--- config.mk ---
export PLATFORM = sky130hd
export DESIGN_NAME = mult_unit
export DESIGN_NICKNAME = d
export VERILOG_FILES = /design/src/rtl/mult_unit.sv
export SDC_FILE = /design/constraint.sdc
export NUM_CORES = 1
export LEC_CHECK = 0
export ABC_CLOCK_PERIOD_IN_PS = 10400
export BUFFER_PORTS_ARGS = -buffer_cell sky130_fd_sc_hd__buf_2
export CAP_MARGIN = 5
export CORE_ASPECT_RATIO = 0.6
export CORE_MARGIN = 2
export CORE_UTILIZATION = 53
export DETAILED_ROUTE_END_ITERATION = 12
export GPL_TIMING_DRIVEN = 0
export HOLD_SLACK_MARGIN = 0.15
export PLACE_DENSITY = 0.81
export SLEW_MARGIN = 20
export SYNTH_ARGS = -nofsm -noshare
export SYNTH_HDL_FRONTEND = slang
export SYNTH_SLANG_ARGS = --single-unit
--- constraint.sdc ---
create_clock -name clk -period 10.4 [get_ports clk]
set_input_delay 1.56 -clock clk [delete_from_list [all_inputs] [get_ports clk]]
set_output_delay 1.56 -clock clk [all_outputs]
set_load 0.005 [all_outputs]
--- src/rtl/mult_unit.sv ---
// Multi-cycle unsigned WIDTH x WIDTH shift-add multiplier with architectural HI/LO.
// Optional MULT_EARLY_EXIT_EN: leave RUN as soon as the remaining multiplier bits are all zero.
module mult_unit #(
   parameter int WIDTH = 32,
   parameter int CNT_W = 6
) (
   input  logic             clk,
   input  logic             rst,
   input  logic [5:0]       ALUctrl,
   input  logic             valid,
   input  logic [WIDTH-1:0] opA,
   input  logic [WIDTH-1:0] opB,
   output logic             busy,
   output logic             done,
   output logic             stall,
   output logic [WIDTH-1:0] hi,
   output logic [WIDTH-1:0] lo
);

   localparam logic [5:0] MULTU = 6'h13;

   typedef enum logic [1:0] {IDLE, RUN, DONE} state_t;

   state_t               r_state, w_state_nxt;
   logic [2*WIDTH-1:0]   r_acc, r_mcand, w_acc_nxt;
   logic [WIDTH-1:0]     r_mplier, w_mplier_nxt;
   logic [CNT_W-1:0]     r_cnt;
   logic                 w_req, w_accept, w_last;

   assign w_req        = valid & (ALUctrl == MULTU);
   assign w_acc_nxt    = r_acc + (r_mplier[0] ? r_mcand : '0);
   assign w_mplier_nxt = r_mplier >> 1;

`ifdef MULT_EARLY_EXIT_EN
   assign w_last = (r_cnt == CNT_W'(WIDTH-1)) | (w_mplier_nxt == '0);
`else
   assign w_last = (r_cnt == CNT_W'(WIDTH-1));
`endif

   always_ff @(posedge clk or posedge rst) begin
      if (rst) r_state <= IDLE;
      else     r_state <= w_state_nxt;
   end

   always_comb begin
      w_state_nxt = r_state;
      w_accept    = 1'b0;
      case (r_state)
         IDLE: if (w_req) begin
            w_state_nxt = RUN;
            w_accept    = 1'b1;
         end
         RUN:  if (w_last) w_state_nxt = DONE;
         DONE: begin
            w_state_nxt = w_req ? RUN : IDLE;
            w_accept    = w_req;
         end
         default: w_state_nxt = IDLE;
      endcase
   end

   assign busy  = (r_state == RUN);
   assign done  = (r_state == DONE);
   // Combinational so the issuing instruction is held from its very first EX cycle.
   assign stall = busy | (w_req & (r_state != RUN));

   always_ff @(posedge clk or posedge rst) begin
      if (rst) begin
         r_acc    <= '0;
         r_mcand  <= '0;
         r_mplier <= '0;
         r_cnt    <= '0;
         hi       <= '0;
         lo       <= '0;
      end else if (w_accept) begin
         r_acc    <= '0;
         r_mcand  <= {{WIDTH{1'b0}}, opA};
         r_mplier <= opB;
         r_cnt    <= '0;
      end else if (r_state == RUN) begin
         r_acc    <= w_acc_nxt;
         r_mcand  <= r_mcand << 1;
         r_mplier <= w_mplier_nxt;
         r_cnt    <= r_cnt + CNT_W'(1);
         // HI/LO take the final sum including this edge's partial product.
         if (w_last) {hi, lo} <= w_acc_nxt;
      end
   end

endmodule

==> results summary <==
The combined area of the multi-input logic cells is 6610 sq um. The quantity of hold-fixing buffers added after cts came out at 0. The synthesized design spends more area on one cell type than any other, namely sky130_fd_sc_hd__dfrtp_1. The first global-routing pass estimated 59700 microns of wire. The share of total power dissipated in the clock network is 0.250.

Of all flip-flops after synthesis, the portion carrying an async set or reset was 1.00. In this run the critical register-to-register path is captured at hi[26]. In this run the vertical extent of the chip is 125 microns.

Among all flip-flop cells after synthesis, the most frequent one is sky130_fd_sc_hd__dfrtp_1. For the pin with the worst max-slew slack, the measured transition is 0.900 ns. Of the total power, the share spent switching nets is 0.387. The number of antenna violations at the first check in global routing came out at 0.

The remaining number of nets flagged by the antenna check after routing is 0. The internal portion of the total power is 2.06 mW. The vias after detailed routing came out at 11700. The final critical path time including I/O delays and setup came out at 5.38 ns.

The detail-routed net length per standard cell came out at 18.7 microns. In the global route stage, met1 resource usage came out at 0.467. STA classifies the critical path startpoint as a flip-flop. The final-report max-slew violation count is 0. The initial utilization of the core area, before any placement, comes to 0.535. The cell area after layout came out at 14700 sq um.

The number of hold violations in the final report came to 0. The count of antenna diodes in the layout is 0. Measured against its own limit, the worst slew margin works out to 0.400. The synthesized cell area came out at 12800 sq um. Counting both buffers and inverters, the worst setup path holds a total of 2. The number of standard-cell rows in the floorplan is 44. The power density normalized to cell area came out at 228 nW/um^2. The largest buffer count on any clock path is 3. Setup repair after global routing left no endpoint under its margin. The count of nets after finishing came out at 1774. The tightest min-delay check is of the flip-flop to flip-flop type. The tree is rooted in a sky130_fd_sc_hd__clkbuf_16. Of the post-synthesis cell area, the dominant cell type holds 0.452. Of the total power, combinational logic draws 0.333. The number of gates resized after CTS was 0. Setup slack closes at 5.02 ns. The proportion of layout cells with a drive suffix above 1 is 0.121.

The final-layout fill cell count came out at 2076. The type of element capturing the critical path is a flip-flop. Setup violations remaining at the end of the flow were counted as 0.

The area used by sequential logic in the layout is 5810 sq um. The static power due to leakage is 7.15 nW. The cell area after placement is 14000 sq um.

STA puts the critical path data required time at 10.87 ns. The average vias per placed instance came out at 5.92. The unique cell type count in the Yosys netlist came out at 62.

The cell count after synthesis came out at 1471. The final global-route overflow total is 0. The core area is 24000 sq um. The cell count of the worst hold path is 2. Before CTS, the worst setup slack after placement is 5.25 ns. The total net switching power is 1.30 mW. The reg-to-reg setup timing slack is 5.02 ns. The dominant delay contributor by cell family on the critical path is compound AO/OA/AOI/OAI gates. The global routing stage identified its most utilized layer as met1. The largest driver fanout on the critical path is 10. The DRC violation count after routing is 0. The part of the Yosys area used for sequential elements came out at 0.452. The iteration-0 DRC count of the detailed router is 1135. In this run the number of H-tree levels came out at 1. The placer's final routability congestion estimate is 0.953. The total I/O pin count came out at 140. Buffers placed on the I/O ports in this run total 139. The die boundary width is 205 microns. TritonCTS built the clock tree. For this block, the routed nets add up to 36900 microns of wire. The total die area came out at 25500 sq um.

The synthesis-to-finish area growth came out at 14.8%. The mean area per synthesized cell is 8.72 sq um. When the netlist entered floorplanning its net count stood at 1609. The met2 capacity usage during global routing is 0.411. The fraction of the cycle the final worst path needs came out at 0.518.

Across the run, the number of max-cap violations was 0. The via count of the first global-routing pass is 11100. Counting every sink on the clock net gives 232. Clock-pin slew was measured on the worst setup and hold paths at 0.06 ns. The startpoint identified for the worst hold timing path is lo[25]. Sorting the synthesized cells by how often they occur yields sky130_fd_sc_hd__nand2_1 (329), sky130_fd_sc_hd__dfrtp_1 (232), sky130_fd_sc_hd__o21ai_0 (153), sky130_fd_sc_hd__clkbuf_1 (79), sky130_fd_sc_hd__a21oi_1 (78). Across the routed clock network, the largest skew measured is 0.0106 ns. The run finished with clean final reports. The worst vdd rail ir drop is 0.111 mV. The clock latency reported for the late side of the worst-skew pair is 0.54 ns. Measured in cells, the most critical reg-to-reg path has a length of 16.

The path with the worst hold slack has its endpoint at lo[25]. For this run, global-route usage on met3 was measured as 0.0563. The count of yosys warnings during synthesis is 0. The slowest stage of the critical path belongs to the cell sky130_fd_sc_hd__clkbuf_1. The number of buffers created by CTS is 22. The type of the worst setup path is flip-flop to flip-flop. The pin count of the biggest net entering global routing came out at 90.

The startpoint identified for the worst register-to-register timing path is r_mplier[0]. The delay of the slowest cell on the worst path is 0.55 ns. The sequential group share of total power came out at 0.417. The synthesized design contains 0 enable-type register cells.

Once detailed placement completed, the half-perimeter wirelength came to 27500 microns. Static timing analysis puts the maximum clock frequency at 186 MHz. Yosys attributes the largest share of cell area to sky130_fd_sc_hd__dfrtp_1 (45%), sky130_fd_sc_hd__nand2_1 (9.6%), sky130_fd_sc_hd__ha_1 (6.2%). The number of iterations in the first detailed-routing pass came out at 6.

Across every metal layer, demand over resource in global routing totals 0.295. Data on the critical path arrives at its endpoint at 5.85 ns. Traced cell by cell, the critical path runs through clkbuf_1 -> clkbuf_1 -> and2_1 -> ha_1 -> fa_1 -> a21o_1 -> a21oi_1 -> o21a_1 -> o21ai_0 -> nand4_1 -> a21oi_1 -> o211ai_1 -> o211a_1 -> o21ai_0 -> xor2_1 -> mux2_2. By instance count, the leading cell after synthesis is sky130_fd_sc_hd__nand2_1. The number of setup buffers added after CTS came out at 0. The number of synthesized register bits came out at 232.
layout make-up:
class	count	share of cell area
well taps	322	0.0274
plain buffers	85	0.0217
clock buffers	29	0.0433
clock inverters	8	0.00663
multi-input cells	1127	0.448
flip-flops and latches	232	0.394
inverters	27	0.00739
repair buffers	141	0.0510
sequential cells by signal, indices dropped and copies added (netlist names):
signal,count
r_cnt,6
lo,32
r_state,2
r_mcand,64
r_acc,64
r_mplier,32
hi,32
worst min-delay path, stage by stage, from the launching register on:
cell	delay (ns)
sky130_fd_sc_hd__dfrtp_1	0.34
sky130_fd_sc_hd__nand2_1	0.05
sky130_fd_sc_hd__o21ai_0	0.06
per-layer routing:
layer | wire length (microns) | vias to the layer above | share of wire
met5 | 0 | - | 0
met4 | 819 | 0 | 0.022
met3 | 3260 | 57 | 0.088
met2 | 15000 | 512 | 0.41
met1 | 17800 | 5643 | 0.48
li1 | - | 5460 | -
per-stage QoR:
stage / power [mW] / hold slack (ns) / cells / setup TNS, ns / utilization
2_1_floorplan: 2.07 / 0.446 / 1471 / 0 / -
4_1_cts: 3.36 / 0.480 / 1971 / 0 / 0.614
3_3_place_gp: 2.46 / 0.455 / 1932 / -0.594 / 0.580
5_1_grt: 3.58 / 0.489 / 1971 / 0 / 0.614
6_report: 3.36 / 0.475 / 1971 / 0 / 0.614
3_5_place_dp: 2.51 / 0.464 / 1934 / 0 / 0.583
kinds of logic (layout without fill, tap and decap cells):
group	Yosys count	count (layout)	synth area share
buffers and inverters	112	290	0.0329
flip-flops	232	232	0.452
AO/OA/AOI/OAI	406	406	0.197
XOR/XNOR	62	62	0.0434
AND/OR/NAND/NOR	587	587	0.204
multiplexers	7	7	0.00614
adder cells (fa/ha/maj)	65	65	0.0640
cells in the final DEF (no fill, tap or decap), types with 7 or more instances in the layout:
master and count:
sky130_fd_sc_hd__a21o_1 12, sky130_fd_sc_hd__a31oi_1 23, sky130_fd_sc_hd__nand2b_1 8, sky130_fd_sc_hd__inv_1 25
sky130_fd_sc_hd__xnor2_1 37, sky130_fd_sc_hd__o21ai_0 153, sky130_fd_sc_hd__nor3_1 13, sky130_fd_sc_hd__and2_1 70
sky130_fd_sc_hd__ha_1 64, sky130_fd_sc_hd__and3_1 7, sky130_fd_sc_hd__dfrtp_1 232, sky130_fd_sc_hd__o21bai_1 21
sky130_fd_sc_hd__nand3_1 60, sky130_fd_sc_hd__nand4_1 18, sky130_fd_sc_hd__o21ai_1 9, sky130_fd_sc_hd__clkbuf_16 23
sky130_fd_sc_hd__a22oi_1 47, sky130_fd_sc_hd__o211ai_1 7, sky130_fd_sc_hd__a21oi_1 78, sky130_fd_sc_hd__mux2_2 7
sky130_fd_sc_hd__a22o_1 15, sky130_fd_sc_hd__xor2_1 24, sky130_fd_sc_hd__clkbuf_1 81, sky130_fd_sc_hd__buf_2 140
sky130_fd_sc_hd__nand2_1 329, sky130_fd_sc_hd__nor2_1 62
worst max-delay path by stage:
| stage | endpoint | slack, ns | from | cells after the start |
|---|---|---|---|---|
| finish | hi[26] | 5.02 | r_mplier[0] | 16 |
| global route | r_acc[60] | 4.82 | r_mplier[0] | 16 |
| CTS | r_acc[60] | 5.24 | r_mplier[0] | 16 |
| detailed placement | r_acc[60] | 5.25 | r_mplier[0] | 16 |
| global placement | hi[9] | -0.02 | rst | 2 |
| floorplan | hi[0] | 2.48 | rst | 1 |
power groups by stage:
stage,logic (mW),registers [mW],clock network (mW)
after floorplan,0.706,1.36,0
after global placement,1.06,1.40,0
after detailed placement,1.10,1.41,0
after CTS,1.11,1.40,0.856
after global routing,1.25,1.44,0.889
final,1.12,1.40,0.840
No activity file was read; power rests on OpenSTA's default activity.
